**src/rtl/instruction_loader.sv**
```systemverilog
// instruction_loader: receives a byte stream, assembles big-endian 32-bit
// instruction words and writes them into instruction memory. The load ends
// in DONE when HALT_WORD is written, or in ERROR when the memory fills up.
// The pipeline PC is held until a complete program has been loaded.
// Optional feature: define INSTRUCTION_LOADER_TIMEOUT_EN to abort a load
// when a partial word sits idle for TIMEOUT_CYCLES cycles.
module instruction_loader #(
    parameter int          MAX_WORDS      = 256,
    parameter logic [31:0] HALT_WORD      = 32'hFFFFFFFF,
    parameter int          TIMEOUT_CYCLES = 100000
) (
    input  logic        clk,
    input  logic        rst,
    input  logic        inStart,
    input  logic [7:0]  inRxData,
    input  logic        inRxValid,
    output logic [31:0] outDataInstruction,
    output logic        outWrInstruction,
    output logic [31:0] outWrAddr,
    output logic        outStopPC,
    output logic [31:0] outWordCount,
    output logic        outDone,
    output logic        outError
);

    typedef enum logic [1:0] {
        S_IDLE  = 2'd0,
        S_LOAD  = 2'd1,
        S_DONE  = 2'd2,
        S_ERROR = 2'd3
    } state_t;

    state_t      state_q, state_d;
    logic [1:0]  byte_cnt_q, byte_cnt_d;
    // Only the three oldest bytes need holding; the fourth arrives live.
    logic [23:0] asm_q, asm_d;
    logic [31:0] data_q, data_d;
    logic [31:0] addr_q, addr_d;
    logic [31:0] count_q, count_d;
    logic        wr_q, wr_d;

    logic        byte_acc;
    logic [31:0] new_word;

    assign byte_acc = (state_q == S_LOAD) && inRxValid;
    assign new_word = {asm_q, inRxData};

`ifdef INSTRUCTION_LOADER_TIMEOUT_EN
    localparam int IDLE_W = $clog2(TIMEOUT_CYCLES + 1);
    logic [IDLE_W-1:0] idle_q, idle_d;

    // Idle-cycle counter register for the partial-word timeout
    always_ff @(posedge clk or negedge rst) begin
        if (!rst) begin
            idle_q <= '0;
        end else begin
            idle_q <= idle_d;
        end
    end
`endif

    // State and datapath registers, cleared asynchronously by rst
    always_ff @(posedge clk or negedge rst) begin
        if (!rst) begin
            state_q    <= S_IDLE;
            byte_cnt_q <= '0;
            asm_q      <= '0;
            data_q     <= '0;
            addr_q     <= '0;
            count_q    <= '0;
            wr_q       <= 1'b0;
        end else begin
            state_q    <= state_d;
            byte_cnt_q <= byte_cnt_d;
            asm_q      <= asm_d;
            data_q     <= data_d;
            addr_q     <= addr_d;
            count_q    <= count_d;
            wr_q       <= wr_d;
        end
    end

    // Next-state and next-datapath logic: byte assembly, write issue, end-of-load
    always_comb begin
        state_d    = state_q;
        byte_cnt_d = byte_cnt_q;
        asm_d      = asm_q;
        data_d     = data_q;
        addr_d     = addr_q;
        count_d    = count_q;
        wr_d       = 1'b0;
`ifdef INSTRUCTION_LOADER_TIMEOUT_EN
        idle_d     = idle_q;
`endif
        unique case (state_q)
            S_IDLE: begin
                if (inStart) begin
                    state_d    = S_LOAD;
                    byte_cnt_d = '0;
                    asm_d      = '0;
                    count_d    = '0;
`ifdef INSTRUCTION_LOADER_TIMEOUT_EN
                    idle_d     = '0;
`endif
                end
            end
            S_LOAD: begin
                if (byte_acc) begin
                    asm_d      = {asm_q[15:0], inRxData};
                    byte_cnt_d = byte_cnt_q + 2'd1;
                    if (byte_cnt_q == 2'd3) begin
                        // Fourth byte completes a word: write it at the current count.
                        data_d  = new_word;
                        addr_d  = count_q;
                        count_d = count_q + 32'd1;
                        wr_d    = 1'b1;
                        // Halt takes priority over overflow on the last slot.
                        if (new_word == HALT_WORD) begin
                            state_d = S_DONE;
                        end else if (count_q == 32'(MAX_WORDS - 1)) begin
                            state_d = S_ERROR;
                        end
                    end
                end
`ifdef INSTRUCTION_LOADER_TIMEOUT_EN
                if (byte_acc || (byte_cnt_q == 2'd0)) begin
                    idle_d = '0;
                end else if (idle_q == IDLE_W'(TIMEOUT_CYCLES - 1)) begin
                    idle_d  = '0;
                    state_d = S_ERROR;
                end else begin
                    idle_d = idle_q + 1'b1;
                end
`endif
            end
            S_DONE, S_ERROR: begin
                if (inStart) begin
                    state_d    = S_LOAD;
                    byte_cnt_d = '0;
                    asm_d      = '0;
                    count_d    = '0;
`ifdef INSTRUCTION_LOADER_TIMEOUT_EN
                    idle_d     = '0;
`endif
                end
            end
            default: begin
                state_d = S_IDLE;
            end
        endcase
    end

    // Status outputs decoded from the current state
    always_comb begin
        outStopPC = 1'b1;
        outDone   = 1'b0;
        outError  = 1'b0;
        unique case (state_q)
            S_DONE:  begin
                outStopPC = 1'b0;
                outDone   = 1'b1;
            end
            S_ERROR: outError = 1'b1;
            default: begin
                outStopPC = 1'b1;
            end
        endcase
    end

    assign outDataInstruction = data_q;
    assign outWrInstruction   = wr_q;
    assign outWrAddr          = addr_q;
    assign outWordCount       = count_q;

endmodule

```
**config.mk**
```make
export PLATFORM = sky130hd
export DESIGN_NAME = instruction_loader
export DESIGN_NICKNAME = d
export VERILOG_FILES = /design/src/rtl/instruction_loader.sv
export SDC_FILE = /design/constraint.sdc
export NUM_CORES = 1
export LEC_CHECK = 0
export CAP_MARGIN = 20
export CELL_PAD_IN_SITES_DETAIL_PLACEMENT = 0
export CELL_PAD_IN_SITES_GLOBAL_PLACEMENT = 1
export CORE_MARGIN = 5
export CORE_UTILIZATION = 30
export DETAILED_ROUTE_END_ITERATION = 16
export PLACE_DENSITY = 0.62
export SLEW_MARGIN = 0
export SYNTH_ARGS = -nofsm -noshare
export SYNTH_HDL_FRONTEND = slang
export SYNTH_SLANG_ARGS = --single-unit
```
**constraint.sdc**
```tcl
create_clock -name clk -period 1.96 [get_ports clk]
set_clock_uncertainty 0.2 [all_clocks]
set_input_delay 0.392 -clock clk [delete_from_list [all_inputs] [get_ports clk]]
set_output_delay 0.392 -clock clk [all_outputs]
set_load 0.1 [all_outputs]
```
# Yosys cells after proc, flatten, opt, wreduce, memory -nomap -nowiden
# Index checks and enable logic that the tools add are counted.
[classes] add_sub_neg=2 eq_ne=10 n_reduce_logical=7 muxes=22
[ops] cell="$mux 32" n=3
[ops] cell="$pmux 32 s2" n=1
[ops] cell="$mux 24" n=2
[ops] cell="$pmux 24 s2" n=1
[ops] cell="$add 32x1->32 const B" n=1
[ops] cell="$eq 32x32->1 const B" n=1
[ops] cell="$eq 32x8->1 const B" n=1
[ops] cell="$mux 2" n=7
[ops] cell="$pmux 2 s2" n=2
[ops] cell="$eq 2x2->1 const B" n=3
[ops] cell="$mux 1" n=6
[ops] cell="$reduce_and 3->1" n=2
[ops] cell="$ne 2x1->1 const B" n=2
[ops] cell="$reduce_and 4->1" n=1
[ops] cell="$ne 3x1->1 const B" n=1
[ops] cell="$reduce_or 3->1" n=1
[ops] cell="$add 2x1->2 const B" n=1
[ops] cell="$eq 2x1->1 const B" n=1
[ops] cell="$logic_not 2->1" n=1
[ops] cell="$ne 2x2->1 const B" n=1
[ops] cell="$reduce_and 2->1" n=1
[ops] cell="$logic_and 1x1->1" n=1
[word_totals] word_cells=48 output_inout_bits=100 reg_bits=125

# Depth between registers and ports, before layout
# Gate-level depths: netlist of run 1.
[logic_depth] depth_word=6 mapped_depth=8

# Worst setup path before layout of run 1
# Ideal clock, no wire load.
[synth_timing] path_type="flip-flop to flip-flop" start="reg count_q[9], in the netlist outWordCount[9]" end="reg count_q[21], in the netlist outWordCount[21]" path_buffers=2 path_stages_with_launch=7 t_arrival_ns=2.392 slack_ns=-0.712 setup_ns=0.080 t_required_ns=1.680 cell_sequence="dfrtp_1 buf_2 nand4_1 or4_1 buf_6 nor4b_4 mux2i_1"
[synth_via] elab_chain_len=4
[synth_lines] item="start, declared" line_no="39" rtl="logic [31:0] count_q, count_d;"
[synth_lines] item="start signal, assigned" line_no="78" rtl="count_q <= count_d;"
[synth_lines] item="$add 32x1->32" line_no="115" rtl="count_d = count_q + 32'd1;"
[synth_lines] item="$mux 32" line_no="111" rtl="if (byte_cnt_q == 2'd3) begin"
[synth_lines] item="$mux 32" line_no="108" rtl="if (byte_acc) begin"
[synth_lines] item="$pmux 32 s2" line_no="95" rtl="unique case (state_q)"
# Every way passes these cells. The select of a mux whose other input is x is not followed.
# A chain may end at the register's enable or synchronous reset.

# Worst setup path in the final report of run 1
[layout_timing] start="reg state_q[1]" end="reg count_q[6], in the netlist outWordCount[6]"
[layout_via] elab_chain_len=4 elab_cells_between_ends=11 cone_classes="eq/ne (6); mux (1); reduce/logical (4)"
[layout_lines] item="start, declared" line_no="33" rtl="state_t state_q, state_d;"
[layout_lines] item="start signal, assigned" line_no="73" rtl="state_q <= state_d;"
[layout_lines] item="$eq 2x2->1 (tied with other cells)" line_no="95"
[layout_lines] item="$reduce_or 3->1 (no line) / $logic_and 1x1->1 (equally long branches)"
[layout_lines] item="$ne 2x1->1 (no line) / $ne 2x2->1 (equally long branches)"
[layout_lines] item="$reduce_and 3->1 (no line)"
# Parallel ways exist; a longest one is shown, timed or not.

==> flow_summary.json, run 1 <==
{
  "floorplan.rows": 49,
  "drc": 0,
  "die_h_um": 144,
  "layout.area.seq_sq_um": 3220,
  "inserted_clock_buffers": 17,
  "setup.worst_path.start": "state_q[1]",
  "clock_latency_ns": 0.42,
  "dieArea_sq_um": 20900,
  "final_design_area_no_fill_sq_um": 9320,
  "drt-pass1-iter-count": 4,
  "cts.reportedPaths.clkPinSlew_ns": 0.06,
  "place_inst": 808,
  "worstSetupStartpointType": "flip-flop",
  "gpl.final_weighted_congestion": 0.794,
  "final-hold-violation-count": 0,
  "design.final.nets": 627,
  "max_stage_delay_ns": 0.49,
  "route.detailed.wl_per_inst_um": 17.6,
  "crit_path_end_kind": "flip-flop",
  "htreeDepth": 4,
  "power.static_leakage_nw": 4.08,
  "tritoncts_clock_tree": "built",
  "grt_util_all_layers_pct": 14.8,
  "dpl_cell_area_sq_um": 8450,
  "floorplan.initialDensity_pct": 30.3,
  "crit_path_max_fanout": 8,
  "synth-seq-area-share_pct": 57.7,
  "power_per_cell_area_nw_per_um2": 1350,
  "grt_first_pass_wirelength_mm": 24.0,
  "hold_class": "input pin to asynchronous set/reset pin",
  "yosys_reg_bits": 125,
  "dr_total_vias": 4228,
  "place.port_buffers": 111,
  "timing.final.crit_period_ns": 1.92,
  "worst_r2r_startpoint": "state_q[1]",
  "dp_hpwl_mm": 10.5,
  "period_share_pct": 98.1,
  "setup_viol": 0,
  "timing.critical_path.required_ns": 2.10,
  "first_global_vias": 4486,
  "status": "complete, no violations",
  "dp_slack_ns": -0.484,
  "timing.max_slew.rel_slack_pct": 73.0,
  "grt_antenna_before_repair": 0,
  "worst_supply_voltage_drop_on_vdd_v": 0.00129,
  "cp_slowest_cell": "or4_4",
  "mappedNetlistNets": 443,
  "final_layout_size_suffix_gt1_share_pct": 54.3,
  "cts-root-buf": "clkbuf_16",
  "synthesis.yosys.warnings": 0,
  "max_root_sink_buffers": 2,
  "floorplan.io_pins": 112,
  "worstPathCellList": "and4b_4 -> a21oi_4 -> buf_12 -> or4_4 -> a21oi_2",
  "synth.avg_cell_area_sq_um": 12.6,
  "grt_start_max_net_pins": 44,
  "worstMarginPinSlew_ns": 0.405,
  "final.fill_count": 1497,
  "coreArea_sq_um": 17900,
  "rsz0062_at_grt": "yes",
  "maxCapViolCount": 0,
  "ant_nets": 0,
  "synth_cells": 429,
  "synth.cell_area_sq_um": 5420,
  "worst-setup-path-type": "flip-flop to flip-flop",
  "synthDistinctLibCells": 31,
  "max_clock_freq_mhz": 520,
  "area_occupied_by_multi_input_gates_sq_um": 2340,
  "antenna_cells_inserted": 0,
  "globalRoute.totalOverflow": 0,
  "layout.cells.non_filler": 855,
  "cp_data_arrival_time_ns": 2.06,
  "timing_max_transition_violations_final": 0,
  "die_x_extent_um": 144,
  "synth_flop_cell": "dfrtp_1",
  "synth-async-reset-ratio_pct": 100,
  "path_buf_inv": 1,
  "via_per_inst": 4.95,
  "detailedRoute.firstIterationViolations": 279,
  "critical-path-top-delay-family": "simple AND/OR/NAND/NOR gates",
  "syn_to_final_growth_pct": 71.8,
  "cts.sinks": 125,
  "synth_edf_count": 0,
  "postLayoutSetupSlackWorst_ns": 0.0376,
  "finalWirelength_mm": 15.0
}
-- placed cells by master, fill, tap and decap left out, types with 2 or more instances in the layout --
cell | netlist | layout
nor2_1 | 4 | 2
nand2b_1 | 19 | 18
nor4_4 | 1 | 4
clkbuf_1 | 14 | 5
and3_1 | 6 | 4
nand2_2 | 0 | 2
nand4_1 | 19 | 19
bufinv_16 | 0 | 3
or4_1 | 10 | 5
and4_4 | 0 | 2
a21oi_2 | 0 | 4
a22o_1 | 26 | 26
clkbuf_16 | 0 | 17
clkinvlp_4 | 0 | 2
clkdlybuf4s50_1 | 0 | 10
o31ai_1 | 9 | 9
or4_4 | 0 | 5
buf_12 | 0 | 107
xor2_1 | 2 | 2
and4_1 | 4 | 2
dfrtp_4 | 0 | 22
buf_4 | 0 | 67
dfrtp_1 | 125 | 95
mux2i_1 | 18 | 18
dfrtp_2 | 0 | 8
nor2_2 | 0 | 2
mux2_2 | 66 | 66
clkbuf_8 | 0 | 4
a21oi_1 | 12 | 8
nor4_2 | 4 | 8
nand3_1 | 9 | 8
nand2_1 | 33 | 30
o21ai_0 | 2 | 2
and3_4 | 0 | 2
clkinv_2 | 0 | 2
buf_6 | 1 | 3
nor4_1 | 20 | 13
inv_1 | 6 | 4
-- cells by family after synthesis --
family	Yosys count	share of synthesized area, %
AOI/OAI and AO/OA	50	6.92
xor gates and xnor gates	2	0.323
adders and majority gates	2	0.461
buffers and inverters	32	2.51
DFF	125	57.7
muxes	84	17.0
and+or+nand+nor	134	15.1
-- repair_timing --
item	in CTS	in global routing
hold buffers	1	0
gates resized for setup	9	23
hold endpoints to repair	95	0
buffers inserted	6	8
pin swaps	4	9
setup endpoints to repair	53	21
cloned	0	1
-- layout make-up --
cell class                      instances  area share [%]
Clock buffer                           26            5.36
Clock inverter                          6            1.15
Inverter                                6           0.309
Multi-Input combinational cell        273            25.2
Sequential cell                       125            34.6
Tap cell                              229            3.08
Timing Repair Buffer                  190            30.4
-- synth_stat cells (all sizes together) (2+ instances only) --
cell	number	area [sq um]
dfrtp	125	3130
mux2	66	743
nand2	33	124
a22o	26	228
nor4	25	196
nand2b	19	119
nand4	19	119
mux2i	18	180
clkbuf	14	52.6
a21oi	12	60.1
buf	12	61.3
or4	10	75.1
nand3	9	45.0
o31ai	9	67.6
and3	6	37.5
inv	6	22.5
and4	4	35.0
nor2	4	15.0
and2	2	12.5
ha	2	25.0
o21ai	2	10.0
xor2	2	17.5
-- metal layers --
metal  GRT usage, %  part of all wire [%]  vias to the layer above
li1               -                     -                     1980
met1           18.4                    43                     2107
met2           24.3                    50                      117
met3           4.23                   5.6                       24
met4           5.89                   1.8                        0
met5              0                     0                        -
-- sequential cells by signal, indices dropped and copies added, names as in the netlist --
name / flops
outWrAddr: 32
outDataInstruction: 32
byte_cnt_q: 2
outWrInstruction: 1
asm_q: 24
outWordCount: 32
state_q: 2
-- stage by stage --
step | TNS, ns | power, mW | hold WS, ns | util, %
3_5_place_dp | -30.98 | 9.41 | 0.0985 | 47.2
4_1_cts | 0 | 12.7 | 0.198 | 51.1
5_1_grt | -0.111 | 13.0 | 0.219 | 52.0
2_1_floorplan | -1.55 | 6.98 | -0.104 | -
6_report | 0 | 12.6 | 0.204 | 52.0
3_3_place_gp | -30.03 | 9.38 | 0.0946 | 47.2
-- worst paths after layout --
check                      slack [ns]  depth (start not counted)          endpoint
max                              0.04                          5   outWordCount[6]
min                              0.20                          2      outWrAddr[2]
max reg2reg                      0.04                          5   outWordCount[6]
min reg2reg                      0.33                          1         asm_q[19]
max in group asynchronous        0.63                          3  outWordCount[22]
min in group clk                 0.33                          1         asm_q[19]
-- where the power goes --
group | switching [mW] | total [mW] | internal, mW | leakage, nW
clock | 1.10 | 3.23 | 2.13 | 0.295
sequential | 0.535 | 3.61 | 3.08 | 1.58
combinational | 3.64 | 5.76 | 2.12 | 2.20
(Power assumes the default switching activity.)
==> inputs of run 2 (changes only) <==
--- a/config.mk
+++ b/config.mk
@@ -6,12 +6,12 @@
 export NUM_CORES = 1
 export LEC_CHECK = 0
 export CAP_MARGIN = 20
-export CELL_PAD_IN_SITES_DETAIL_PLACEMENT = 0
-export CELL_PAD_IN_SITES_GLOBAL_PLACEMENT = 1
+export CELL_PAD_IN_SITES_DETAIL_PLACEMENT = 2
+export CELL_PAD_IN_SITES_GLOBAL_PLACEMENT = 2
 export CORE_MARGIN = 5
 export CORE_UTILIZATION = 30
 export DETAILED_ROUTE_END_ITERATION = 16
-export PLACE_DENSITY = 0.62
+export PLACE_DENSITY = 0.76
 export SLEW_MARGIN = 0
 export SYNTH_ARGS = -nofsm -noshare
 export SYNTH_HDL_FRONTEND = slang
==> flow_summary.json, run 2 (synthesis gave the netlist of run 1 again) <==
{
  "p_sw_mw": 5.55,
  "finalWirelength_mm": 21.6,
  "grt_util_all_layers_pct": 19.0,
  "power_report.internal_total_mw": 7.42,
  "crit_path_max_fanout": 8,
  "htreeDepth": 4,
  "tritoncts_clock_tree": "built",
  "max_root_sink_buffers": 2,
  "timing.critical_path.required_ns": 2.07,
  "path_depth_of_the_worst_reg2reg_path": 4,
  "maxCapViolCount": 0,
  "max_stage_delay_ns": 0.47,
  "timing.max_slew.rel_slack_pct": 68.7,
  "final-hold-violation-count": 0,
  "power.share.clock_pct": 26.1,
  "ant_nets": 0,
  "mostFrequentLayoutCell": "buf_12",
  "r2r_end": "outWordCount[26]",
  "floorplan.io_pins": 112,
  "worst_supply_voltage_drop_on_vdd_v": 0.00146,
  "place.port_buffers": 111,
  "r2r_setup_slack_ns": -0.10,
  "rsz0062_at_grt": "yes",
  "coreArea_sq_um": 17900,
  "inserted_clock_buffers": 17,
  "power_per_cell_area_nw_per_um2": 1360,
  "cp_data_arrival_time_ns": 2.18,
  "period_share_pct": 105,
  "cts.sinks": 125,
  "pwr-share-comb_pct": 45.5,
  "place_inst": 802,
  "grt_first_pass_wirelength_mm": 29.8,
  "timing_max_transition_violations_final": 0,
  "power.static_leakage_nw": 4.21,
  "timing.final.crit_period_ns": 2.06,
  "max_clock_freq_mhz": 485,
  "grt_antenna_before_repair": 0,
  "cts-root-buf": "clkbuf_16",
  "first_global_vias": 5116,
  "hold_class": "input pin to asynchronous set/reset pin",
  "floorplan.initialDensity_pct": 30.3,
  "globalRoute.totalOverflow": 0,
  "floorplan.rows": 49,
  "power.sequential.fraction_pct": 28.4,
  "crit_path_end_kind": "flip-flop",
  "syn_to_final_growth_pct": 76.1,
  "drt-pass1-iter-count": 4,
  "cp_slowest_cell": "dfrtp_2",
  "worst_r2r_startpoint": "outWordCount[21]",
  "grt_start_max_net_pins": 74,
  "cts.reportedPaths.clkPinSlew_ns": 0.07,
  "setup_viol": 23,
  "timing.hold.ws_ns": 0.153,
  "worstMarginPinSlew_ns": 0.465,
  "die_h_um": 144,
  "layout.cells.non_filler": 848,
  "via_per_inst": 5.30,
  "postLayoutSetupSlackWorst_ns": -0.102,
  "final_design_area_no_fill_sq_um": 9550,
  "antenna_cells_inserted": 0,
  "failing_checks": "negative setup slack",
  "gpl.final_weighted_congestion": 0.857,
  "dieArea_sq_um": 20900,
  "dpl_cell_area_sq_um": 8380,
  "die_x_extent_um": 144,
  "drc": 0,
  "route.detailed.wl_per_inst_um": 25.5,
  "status": "finished, violations left",
  "dp_hpwl_mm": 12.7,
  "worstPathCellList": "and4_1 -> nand3_1 -> nor4_4 -> mux2i_1",
  "layout_common_cells": "buf_12, dfrtp_1, mux2_2",
  "power_switching_share_pct": 42.8,
  "worstSetupStartpointType": "flip-flop",
  "clock_latency_ns": 0.43,
  "setup_tns_ns": -1.18,
  "design.final.nets": 620,
  "worst-setup-path-type": "flip-flop to flip-flop",
  "detailedRoute.firstIterationViolations": 187,
  "final_layout_size_suffix_gt1_share_pct": 57.4,
  "dr_total_vias": 4492
}
-- run 2: how the worst max path moves through the flow --
| stage | start | to | slack [ns] | cells past startpoint |
|---|---|---|---|---|
| after floorplan | outWordCount[4] | outWordCount[21] | -0.21 | 5 |
| after global placement | inRxValid | outWordCount[15] | -0.35 | 6 |
| after detailed placement | inRxValid | outWordCount[28] | -0.42 | 6 |
| after CTS | outWordCount[7] | outWordCount[30] | -0.04 | 6 |
| after global routing | outWordCount[18] | outWordCount[23] | -0.19 | 4 |
| final | outWordCount[21] | outWordCount[26] | -0.10 | 4 |
-- run 2: per-stage QoR --
stage	setup WS (ns)	power, mW	util, %
2_1_floorplan	-0.211	6.98	-
3_3_place_gp	-0.354	9.35	46.8
4_1_cts	-0.0432	12.9	51.1
5_1_grt	-0.195	13.4	53.4
6_report	-0.102	13.0	53.4
3_5_place_dp	-0.424	9.50	46.8
-- run 2: cell type report --
type | instances | area, sq um
inverters | 6 | 28.8
repair buffers | 184 | 2860
multi-input cells | 272 | 2530
well taps | 229 | 287
fillers | 1581 | 8350
clock inverters | 6 | 105
clock buffers | 26 | 519
flip-flops and latches | 125 | 3220
-- run 2: power groups by stage --
stage	logic, mW	clock network [mW]	registers, mW
CTS	5.82	3.40	3.69
global placement	5.70	0	3.65
floorplan	0.602	0	6.38
global route	6.05	3.57	3.74
detailed placement	5.80	0	3.70
finish	5.90	3.39	3.68
-- run 2: metal layers --
metal | track usage [%] | vias to the layer above | routed length, um
met5 | 0 | - | 0
met4 | 8.89 | 0 | 829
met3 | 4.96 | 45 | 1090
met2 | 33.7 | 152 | 11600
met1 | 21.1 | 2339 | 8150
li1 | - | 1956 | -
-- run 2: repair_timing --
item / CTS / global route
resized for setup: 27 / 47
cloned: 0 / 6
hold buffers: 1 / 0
hold endpoints to repair: 125 / 0
setup endpoints to repair: 25 / 67
buffers inserted: 2 / 6
pin swaps: 9 / 9
-- run 2: worst max-delay path: cells and delay by family, from the launching register on --
family	cells	cell delay, ns
simple gates	3	0.95
mux	1	0.32
flops	1	0.47
==> inputs of run 3 (changes only) <==
--- a/config.mk
+++ b/config.mk
@@ -11,7 +11,7 @@
 export CORE_MARGIN = 5
 export CORE_UTILIZATION = 30
 export DETAILED_ROUTE_END_ITERATION = 16
-export PLACE_DENSITY = 0.76
+export PLACE_DENSITY_LB_ADDON = 0.3
 export SLEW_MARGIN = 0
 export SYNTH_ARGS = -nofsm -noshare
 export SYNTH_HDL_FRONTEND = slang
==> flow_summary.json, run 3 (synthesis gave the netlist of run 1 again) <==
{
  "dr_total_vias": 4407,
  "postLayoutSetupSlackWorst_ns": -0.0906,
  "dp_slack_ns": -0.428,
  "worstPathCellList": "ha_2 -> and4b_4 -> a21oi_4 -> buf_12 -> buf_16 -> or4_4 -> a21oi_2",
  "die_h_um": 144,
  "maxCapViolCount": 0,
  "power_per_cell_area_nw_per_um2": 1360,
  "grt_antenna_before_repair": 0,
  "tritoncts_clock_tree": "built",
  "route.detailed.wl_per_inst_um": 23.0,
  "cts-root-buf": "clkbuf_16",
  "drc": 0,
  "layout_common_cells": "buf_12, dfrtp_1, mux2_2",
  "place.port_buffers": 111,
  "floorplan.initialDensity_pct": 30.3,
  "setup_viol": 15,
  "failing_checks": "negative setup slack",
  "worst_supply_voltage_drop_on_vdd_v": 0.00133,
  "worst-setup-path-type": "flip-flop to flip-flop",
  "max_root_sink_buffers": 2,
  "gpl.final_weighted_congestion": 0.807,
  "cp_slowest_cell": "or4_4",
  "grt_first_pass_wirelength_mm": 28.7,
  "drt-pass1-iter-count": 4,
  "final_layout_size_suffix_gt1_share_pct": 55.6,
  "power.static_leakage_nw": 4.09,
  "crit_path_max_fanout": 5,
  "max_clock_freq_mhz": 488,
  "via_per_inst": 5.25,
  "timing.max_slew.rel_slack_pct": 68.3,
  "floorplan.io_pins": 112,
  "status": "finished, violations left",
  "grt_util_all_layers_pct": 18.2,
  "dp_hpwl_mm": 12.5,
  "detailedRoute.firstIterationViolations": 261,
  "antenna_cells_inserted": 0,
  "die_x_extent_um": 144,
  "timing.final.crit_period_ns": 2.05,
  "syn_to_final_growth_pct": 73.4,
  "cp_data_arrival_time_ns": 2.19,
  "dieArea_sq_um": 20900,
  "timing.hold.ws_ns": 0.227,
  "clock_latency_ns": 0.42,
  "first_global_vias": 4970,
  "floorplan.rows": 49,
  "mostFrequentLayoutCell": "buf_12",
  "inserted_clock_buffers": 17,
  "cts.reportedPaths.clkPinSlew_ns": 0.06,
  "timing.critical_path.required_ns": 2.10,
  "period_share_pct": 105,
  "globalRoute.totalOverflow": 0,
  "grt_start_max_net_pins": 44,
  "worstMarginPinSlew_ns": 0.471,
  "hold_class": "input pin to asynchronous set/reset pin",
  "crit_path_end_kind": "flip-flop",
  "cts.sinks": 125,
  "max_stage_delay_ns": 0.48,
  "ant_nets": 0,
  "design.final.nets": 612,
  "final-hold-violation-count": 0,
  "final.fill_count": 1615,
  "coreArea_sq_um": 17900,
  "rsz0062_at_grt": "yes",
  "timing_max_transition_violations_final": 0,
  "htreeDepth": 4,
  "finalWirelength_mm": 19.3,
  "worstSetupStartpointType": "flip-flop"
}
==> run 3: area by class of cell <==
class,count,area [sq um],share of cell area [%]
clock buffer,18,429,4.56
clock inverter,13,168,1.78
inverter,6,26.3,0.279
multi-input combinational,272,2430,25.8
sequential,125,3220,34.2
tap,229,287,3.05
timing repair buffer,176,2840,30.2
==> run 3: report_power, final <==
| part | leakage (nW) | total [mW] | switching [mW] | internal [mW] |
|---|---|---|---|---|
| combinational | 2.22 | 5.91 | 3.74 | 2.17 |
| clock | 0.287 | 3.21 | 1.21 | 2.00 |
| sequential | 1.58 | 3.65 | 0.574 | 3.08 |
| total | 4.09 | 12.8 | 5.52 | 7.25 |
==> run 3: through the flow <==
step	std cells	total power, mW	TNS [ns]	utilization, %	cell area (sq um)
floorplan	429	6.98	-1.55	-	5580
global placement	795	9.34	-27.35	46.7	8360
detailed placement	795	9.47	-33.11	46.7	8360
CTS	832	12.8	-0.684	51.2	9160
global route	839	13.2	-3.02	52.5	9410
finish	839	12.8	-0.607	52.5	9410
==> run 3: repair_timing <==
| item | CTS | global route |
|---|---|---|
| setup buffers | 3 | 4 |
| pin swaps | 9 | 10 |
| cloned | 2 | 4 |
| setup endpoints to repair | 18 | 37 |
| gates resized for setup | 22 | 28 |
| hold buffers | 1 | 0 |
| endpoints found under the hold margin | 103 | 0 |
==> run 3: path summary, 6_finish.rpt <==
check	start	to	slack [ns]	depth (start not counted)
worst max-delay path	byte_cnt_q[0]	outWordCount[8]	-0.09	7
worst min-delay path	rst	outWrAddr[11]	0.23	2
worst max register to register	byte_cnt_q[0]	outWordCount[8]	-0.09	7
worst min register to register	asm_q[22]	asm_q[22]	0.34	1
max in group asynchronous	rst	outWordCount[22]	0.68	3
min in group clk	asm_q[22]	asm_q[22]	0.34	1
==> run 3: worst max-delay path, delay by kind of cell (launching register included) <==
kind	cells	cell delay, ns
fa+ha+maj	1	0.17
flops	1	0.36
compound gates	2	0.21
buf+inv	2	0.28
simple gates	2	0.74
==> run 3: per-layer routing <==
layer | track usage (%) | part of all wire, % | vias to the layer above
met4 | 6.14 | 1.7 | 0
li1 | - | - | 1938
met3 | 5.92 | 5.7 | 29
met2 | 32.3 | 53 | 104
met5 | 0 | 0 | -
met1 | 20.5 | 39 | 2336
